## src/rtl/dmem_arbiter.sv

```systemverilog
// dmem_arbiter
//   Shares the single-ported data memory between the CPU MEM stage and a
//   DMA/loader port. Each access is sequenced over MEM_LAT cycles of mem_en_o,
//   followed by one DONE cycle in which the winner sees its completion.
//   The CPU has priority. A starvation counter forces a DMA grant after
//   STARVE_MAX consecutive CPU grants that were made while DMA was waiting.
//
// Ports
//   clk_i, rst_i        clock, asynchronous active-low reset
//   cpu_req_i/we/addr/wdata
//                       CPU access, held by the CPU until completion
//   cpu_rdata_o         registered CPU read data
//   cpu_stall_o         high while a CPU request is pending and not completing
//   dma_req_i/we/addr/wdata
//                       DMA access, held by the DMA until dma_ack_o
//   dma_rdata_o         registered DMA read data
//   dma_ack_o           one-cycle DMA completion pulse
//   mem_en_o/we/addr/wdata, mem_rdata_i
//                       memory port; read data is valid on the last ACCESS cycle
//   owner_o             owner of the current or most recent access (0 CPU, 1 DMA)
//   busy_o              arbiter is not idle
module dmem_arbiter #(
    parameter int ADDR_W     = 32,
    parameter int DATA_W     = 32,
    parameter int MEM_LAT    = 2,
    parameter int STARVE_MAX = 4
) (
    input  logic              clk_i,
    input  logic              rst_i,

    input  logic              cpu_req_i,
    input  logic              cpu_we_i,
    input  logic [ADDR_W-1:0] cpu_addr_i,
    input  logic [DATA_W-1:0] cpu_wdata_i,
    output logic [DATA_W-1:0] cpu_rdata_o,
    output logic              cpu_stall_o,

    input  logic              dma_req_i,
    input  logic              dma_we_i,
    input  logic [ADDR_W-1:0] dma_addr_i,
    input  logic [DATA_W-1:0] dma_wdata_i,
    output logic [DATA_W-1:0] dma_rdata_o,
    output logic              dma_ack_o,

    output logic              mem_en_o,
    output logic              mem_we_o,
    output logic [ADDR_W-1:0] mem_addr_o,
    output logic [DATA_W-1:0] mem_wdata_o,
    input  logic [DATA_W-1:0] mem_rdata_i,

    output logic              owner_o,
    output logic              busy_o
);

    localparam int LAT_W = (MEM_LAT > 1) ? $clog2(MEM_LAT) : 1;
    localparam int STV_W = $clog2(STARVE_MAX + 1);

    localparam logic OWN_CPU = 1'b0;
    localparam logic OWN_DMA = 1'b1;

    typedef enum logic [1:0] {
        IDLE   = 2'd0,
        ACCESS = 2'd1,
        DONE   = 2'd2
    } state_t;

    state_t            state;
    logic              owner_q;
    logic              we_q;
    logic [ADDR_W-1:0] addr_q;
    logic [DATA_W-1:0] wdata_q;
    logic [LAT_W-1:0]  lat_cnt;
    logic [STV_W-1:0]  starve_cnt;

    logic              dma_win;
    logic              starved;

    assign starved = (starve_cnt == STV_W'(STARVE_MAX));
    assign dma_win = dma_req_i && (!cpu_req_i || starved);

    always_ff @(posedge clk_i or negedge rst_i) begin
        if (!rst_i) begin
            state       <= IDLE;
            owner_q     <= OWN_CPU;
            we_q        <= 1'b0;
            addr_q      <= '0;
            wdata_q     <= '0;
            lat_cnt     <= '0;
            starve_cnt  <= '0;
            cpu_rdata_o <= '0;
            dma_rdata_o <= '0;
        end else begin
            case (state)
                IDLE: begin
                    if (cpu_req_i || dma_req_i) begin
                        // The request is sampled here; later changes on the
                        // requester's port do not affect this access.
                        owner_q <= dma_win ? OWN_DMA : OWN_CPU;
                        we_q    <= dma_win ? dma_we_i    : cpu_we_i;
                        addr_q  <= dma_win ? dma_addr_i  : cpu_addr_i;
                        wdata_q <= dma_win ? dma_wdata_i : cpu_wdata_i;
                        lat_cnt <= LAT_W'(MEM_LAT - 1);
                        // Only CPU grants made while DMA waits count toward
                        // starvation; anything else restarts the count.
                        if (dma_win || !dma_req_i)
                            starve_cnt <= '0;
                        else if (!starved)
                            starve_cnt <= starve_cnt + 1'b1;
                        state <= ACCESS;
                    end
                end
                ACCESS: begin
                    if (lat_cnt == '0) begin
                        if (!we_q) begin
                            if (owner_q == OWN_DMA)
                                dma_rdata_o <= mem_rdata_i;
                            else
                                cpu_rdata_o <= mem_rdata_i;
                        end
                        state <= DONE;
                    end else begin
                        lat_cnt <= lat_cnt - 1'b1;
                    end
                end
                DONE:    state <= IDLE;
                default: state <= IDLE;
            endcase
        end
    end

    // Outputs are pure decodes of registered state, so the async reset
    // drops mem_en_o immediately and an aborted access never reaches DONE.
    assign mem_en_o    = (state == ACCESS);
    assign mem_we_o    = mem_en_o && we_q;
    assign mem_addr_o  = addr_q;
    assign mem_wdata_o = wdata_q;
    assign owner_o     = owner_q;
    assign busy_o      = (state != IDLE);
    assign dma_ack_o   = (state == DONE) && (owner_q == OWN_DMA);
    // Combinational on cpu_req_i so the hazard unit sees a stall in the same
    // cycle a new CPU request appears.
    assign cpu_stall_o = cpu_req_i && !((state == DONE) && (owner_q == OWN_CPU));

endmodule

```

## config.mk

```make
export PLATFORM = sky130hd
export DESIGN_NAME = dmem_arbiter
export DESIGN_NICKNAME = d
export VERILOG_FILES = /design/src/rtl/dmem_arbiter.sv
export SDC_FILE = /design/constraint.sdc
export NUM_CORES = 1
export LEC_CHECK = 0
export CAP_MARGIN = 20
export CORE_MARGIN = 2
export CORE_UTILIZATION = 45
export DETAILED_ROUTE_END_ITERATION = 7
export PLACE_DENSITY = 0.95
export SYNTH_ARGS = -nofsm -noshare
export SYNTH_HDL_FRONTEND = slang
export SYNTH_SLANG_ARGS = --single-unit
export TNS_END_PERCENT = 30
```

## constraint.sdc

```tcl
create_clock -name clk_i -period 2.95 [get_ports clk_i]
set_input_delay 0.4425 -clock clk_i [delete_from_list [all_inputs] [get_ports clk_i]]
set_output_delay 0.4425 -clock clk_i [all_outputs]
set_load 0.02 [all_outputs]
```

# Word-level counts from Yosys, hierarchy flattened
# Cells that the tools add are included.
# W data, S select, Z words.
[word_totals]
out_inout_bits = 134
in_bits = 166
regBits = 136
elab_cells = 52
[classes]
reduce_logical = 20
n_mux = 12
n_eq_ne = 6
bitwise_logic = 3
addsub = 2
[ops]
columns = ["op", "count"]
rows = [
  ["$mux W32", 2],
  ["$reduce_and A4 Y1", 2],
  ["$mux W3", 2],
  ["$reduce_and A2 Y1", 3],
  ["$logic_and A1 B1 Y1", 5],
  ["$mux W1", 4],
  ["$mux W2", 2],
  ["$ne A2 B2 Y1 const B", 2],
  ["$pmux W2 S2", 1],
  ["$reduce_bool A2 Y1", 2],
  ["$add A3 B1 Y3 const B", 1],
  ["$eq A3 B3 Y1 const B", 1],
  ["$logic_not A1 Y1", 3],
  ["$logic_or A1 B1 Y1", 3],
  ["$not A1 Y1", 3],
  ["$reduce_and A3 Y1", 1],
  ["$eq A2 B1 Y1 const B", 1],
  ["$eq A2 B2 Y1 const B", 1],
  ["$logic_not A2 Y1", 1],
  ["$ne A2 B1 Y1 const B", 1],
  ["$pmux W1 S2", 1],
  ["$sub A1 B1 Y1 const B", 1],
]

# Logic depth before layout (Yosys ltp)
[logic_depth]
word_depth = 6
depth_mapped = 7
mapped_depth_nobuf = 5

# Worst setup path after synthesis
# Ideal clock, no wire load.
[synth_timing]
kind = "register -> output"
startpoint = "register state[0]"
endpoint = "output busy_o"
required_time_ps = 2508
n_path_buf = 3
path_stages_with_launch = 6
arrival_ps = 1186
setup_slack_ps = 1321
path_cell_list = "dfrtp_1 > nor2_1 > buf_2 > buf_2 > buf_2 > inv_1"
[synth_between]
elab_chain_cells = 1
[synth_lines]
columns = ["element", "line_no", "source"]
rows = [
  ["start: declaration", "67", "state_t state;"],
  ["start signal: assignment", "83", "state <= IDLE;"],
  ["start signal: assignment", "109", "state <= ACCESS;"],
  ["start signal: assignment", "120", "state <= DONE;"],
  ["$reduce_bool A2 Y1", "138", "assign busy_o = (state != IDLE);"],
  ["end: declaration", "52", "output logic busy_o"],
]
# Every way passes these cells.

# Worst setup path after layout
[layout_timing]
startpoint = "register owner_q (netlist: owner_o)"
endpoint = "output dma_ack_o"
[layout_between]
elab_chain_cells = 1
[layout_lines]
columns = ["element", "line_no", "source"]
rows = [
  ["start: declaration", "68", "logic owner_q;"],
  ["start signal: assignment", "98", "owner_q <= dma_win ? OWN_DMA : OWN_CPU;"],
  ["$logic_and A1 B1 Y1", "139", "assign dma_ack_o = (state == DONE) && (owner_q == OWN_DMA);"],
  ["end: declaration", "43", "output logic dma_ack_o,"],
]
# Every way passes these cells.

==> results.sh <==
export IMPL_status="finished, final reports clean"
export IMPL_placement_rows=44
export IMPL_vias_per_cell=5.63
export IMPL_die_width_um=125
export IMPL_holdBufCountCts=0
export IMPL_antenna_cells=0
export IMPL_synth_fp_nets=718
export IMPL_timing_max_cap_violations=0
export IMPL_clock_tree_root_cell="sky130_fd_sc_hd__clkbuf_16"
export IMPL_total_leakage_power_nw=4.19
export IMPL_cts_resized=0
export IMPL_finalSetupTns_ns=0
export IMPL_first_iter_violations=331
export IMPL_via_count_of_the_first_global_routing_pass=6122
export IMPL_synth_top_cell_area_share_pct=51.6
export IMPL_post_dp_cell_area_um2=9670
export IMPL_clock_transition_time_at_the_flip_flop_clock_pins_of_the_worst_setup_and_hold_paths_ns=0.06
export IMPL_port_buffers=299
export IMPL_initial_core_util_pct=45.7
export IMPL_power_per_cell_area_nw_per_um2=1150
export IMPL_worstSetupPathType="reg -> out"
export IMPL_grt_pass1_wl_um=33100
export IMPL_routed_wire_length_per_instance_um=19.9
export IMPL_synth_warnings=0
export IMPL_worst_slew_pin_slew_ns=0.781
export IMPL_post_synth_main_area_contributors="sky130_fd_sc_hd__dfrtp_1 (52%), sky130_fd_sc_hd__o221ai_2 (11%), sky130_fd_sc_hd__mux2_2 (8.7%)"
export IMPL_design_area_um2=10300
export IMPL_die_outline_area_um2=15600
export IMPL_post_synth_num_cell_types=33
export IMPL_startpoint_type="register"
export IMPL_fill_count=1008
export IMPL_pin_count_of_the_biggest_net_entering_global_routing=80
export IMPL_worst_slew_margin_rel_pct=48.0
export IMPL_skew_pair_late_insertion_delay_ns=0.41
export IMPL_io_pin_count=300
export IMPL_post_route_cells_drive_above_1_share_pct=20.3
export IMPL_min_period_ns=2.37
export IMPL_tritoncts_num_buffers=17
export IMPL_clkSinkCount=136
export IMPL_post_cts_setup_buffer_count=0
export IMPL_postSynthCellCount=550
export IMPL_routed_via_count=5766
export IMPL_die_height_um=125
export IMPL_detail_route_wirelength_um=20400
export IMPL_route_antenna_remaining_nets=0
export IMPL_timing_critical_path_from="owner_o"
export IMPL_mean_instance_size_in_the_synthesized_netlist_um2=12.0
export IMPL_timing_hold_violations_final=0
export IMPL_number_of_nets_in_the_layout=996
export IMPL_peakVddDrop_v=0.000667
export IMPL_grt_total_usage_pct=26.7
export IMPL_htreeDepth=4
export IMPL_syn_area_um2=6600
export IMPL_flow_area_growth_from_synthesis_pct=55.7
export IMPL_timing_final_crit_share_pct=80.4
export IMPL_required_ns=2.51
export IMPL_worst_hold_path_type="in -> async"
export IMPL_cts_tree="yes"
export IMPL_report_final_slew_viol_count=0
export IMPL_grt_antenna_before_repair=0
export IMPL_worst_r2r_startpoint="state[0]"
export IMPL_fin_skew_ns=0.00906
export IMPL_finalSetupViolCount=0
export IMPL_core_area_um2=14400
export IMPL_route_detailed_drc=0
export IMPL_synth_largest_area_cell="sky130_fd_sc_hd__dfrtp_1"
export IMPL_yosysSeqAreaShare_pct=51.6
export IMPL_grt_remaining_overflow=0
export IMPL_worstPathMaxFanout=6
export IMPL_ys_ff_latch=136
export IMPL_fmaxAchievable_ghz=0.422
export IMPL_globalplace_congestion=0.850
export IMPL_critPathArrivalTime_ns=1.93
export IMPL_setup_repair_after_global_routing_missed_its_margin="false"
export IMPL_final_hpwl_dp_um=14200
export IMPL_cts_max_path_buffers=2
export IMPL_endpoint_kind="output port"
export IMPL_drt_pre_antenna_iters=4
## cells in the final DEF (no fill, tap or decap), types with 2 or more instances in the layout
master	n
sky130_fd_sc_hd__a21oi_1	3
sky130_fd_sc_hd__nand2_1	2
sky130_fd_sc_hd__ha_1	2
sky130_fd_sc_hd__mux2_2	51
sky130_fd_sc_hd__clkinv_4	3
sky130_fd_sc_hd__dfrtp_1	136
sky130_fd_sc_hd__nor2_1	3
sky130_fd_sc_hd__mux2_1	3
sky130_fd_sc_hd__nand3_1	65
sky130_fd_sc_hd__buf_4	13
sky130_fd_sc_hd__bufinv_16	3
sky130_fd_sc_hd__buf_12	4
sky130_fd_sc_hd__and2_4	2
sky130_fd_sc_hd__clkbuf_16	17
sky130_fd_sc_hd__mux2_4	10
sky130_fd_sc_hd__o221ai_1	15
sky130_fd_sc_hd__o21ai_0	2
sky130_fd_sc_hd__clkinvlp_4	3
sky130_fd_sc_hd__o221ai_2	50
sky130_fd_sc_hd__clkinv_2	3
sky130_fd_sc_hd__nand4_1	65
sky130_fd_sc_hd__clkdlybuf4s50_1	297
sky130_fd_sc_hd__inv_1	70
## Yosys cell counts
cell type                   instances
sky130_fd_sc_hd__o221ai_1          15
sky130_fd_sc_hd__o31a_1             1
sky130_fd_sc_hd__or2_1              1
sky130_fd_sc_hd__buf_2             14
sky130_fd_sc_hd__a32o_1             1
sky130_fd_sc_hd__o21ai_0            2
sky130_fd_sc_hd__nand4_1           65
sky130_fd_sc_hd__a21oi_1            3
sky130_fd_sc_hd__clkbuf_1          18
sky130_fd_sc_hd__a21bo_2            1
sky130_fd_sc_hd__mux2_4            10
sky130_fd_sc_hd__buf_4              4
sky130_fd_sc_hd__ha_1               2
sky130_fd_sc_hd__buf_1              9
sky130_fd_sc_hd__a22o_1             1
sky130_fd_sc_hd__nor4_4             1
sky130_fd_sc_hd__nor4b_1            1
sky130_fd_sc_hd__a31o_2             1
sky130_fd_sc_hd__nand2_1            2
sky130_fd_sc_hd__mux2_2            51
sky130_fd_sc_hd__mux2_1             3
sky130_fd_sc_hd__buf_6             12
sky130_fd_sc_hd__o2bb2ai_1          1
sky130_fd_sc_hd__and2_1             2
sky130_fd_sc_hd__inv_1             70
sky130_fd_sc_hd__nand3_1           65
sky130_fd_sc_hd__dfrtp_1          136
sky130_fd_sc_hd__nor3b_1            1
sky130_fd_sc_hd__o221ai_2          50
sky130_fd_sc_hd__nand2b_4           1
sky130_fd_sc_hd__inv_2              1
sky130_fd_sc_hd__nor2_1             4
sky130_fd_sc_hd__nand4_4            1
## metrics by stage
step	instances	hold slack (ns)	total power, mW	util [%]	setup WS (ns)
after detailed placement	993	0.487	9.66	67.0	0.796
after CTS	1025	0.0433	11.9	71.2	0.563
after floorplan	550	0.147	6.95	-	1.32
after global placement	993	0.468	9.41	67.0	0.823
final	1025	0.0322	11.8	71.2	0.578
after global routing	1025	0.0648	12.4	71.2	0.523
## path summary, 6_finish.rpt
kind,slack [ns],depth (start not counted),endpoint
max,0.58,2,dma_ack_o
min,0.03,1,mem_addr_o[26]
max reg2reg,0.92,4,dma_rdata_o[10]
min reg2reg,0.50,1,cpu_rdata_o[28]
max in group asynchronous,2.19,2,cpu_rdata_o[16]
min in group clk_i,0.50,1,cpu_rdata_o[28]
## worst max-delay path: stages (launching register included)
cell	delay [ns]
sky130_fd_sc_hd__dfrtp_1	0.56
sky130_fd_sc_hd__nor3b_1	0.29
sky130_fd_sc_hd__clkdlybuf4s50_1	0.67
## power by group
part	internal (mW)	leakage [nW]	switching (mW)
clock	1.34	0.288	0.826
combinational	3.03	2.26	3.20
sequential	2.82	1.64	0.587
## cell families (layout without fill, tap and decap cells)
logic type | Yosys count | after routing | share of synthesized area, %
muxes | 64 | 64 | 11.5
AOI/OAI and AO/OA | 76 | 76 | 14.6
buffers and inverters | 128 | 419 | 9.14
DFF | 136 | 136 | 51.6
adders and majority gates | 2 | 2 | 0.379
and+or+nand+nor | 144 | 144 | 12.8
## registers in the layout, summed over array words and instances (netlist names)
name and count:
cpu_rdata_o 32, dma_rdata_o 32, mem_addr_o 32, mem_wdata_o 32, starve_cnt 3, state 2, lat_cnt 1, owner_o 1
we_q 1
## per-layer routing
layer	global-route usage (%)	vias up	part of all wire, %
met4	10.1	0	2.5
li1	-	2609	-
met3	7.74	38	7.9
met1	32.7	2823	39
met5	0	-	0
met2	44.7	296	51
## area by class of cell
class	instances	area [um^2]	area share [%]
multi-input cells	286	2600	25.3
well taps	184	230	2.24
inverters	71	267	2.59
repair buffers	316	3170	30.8
clock buffers	18	429	4.18
flip-flops and latches	136	3400	33.1
clock inverters	14	174	1.69
No activity file was read; power rests on OpenSTA's default activity.
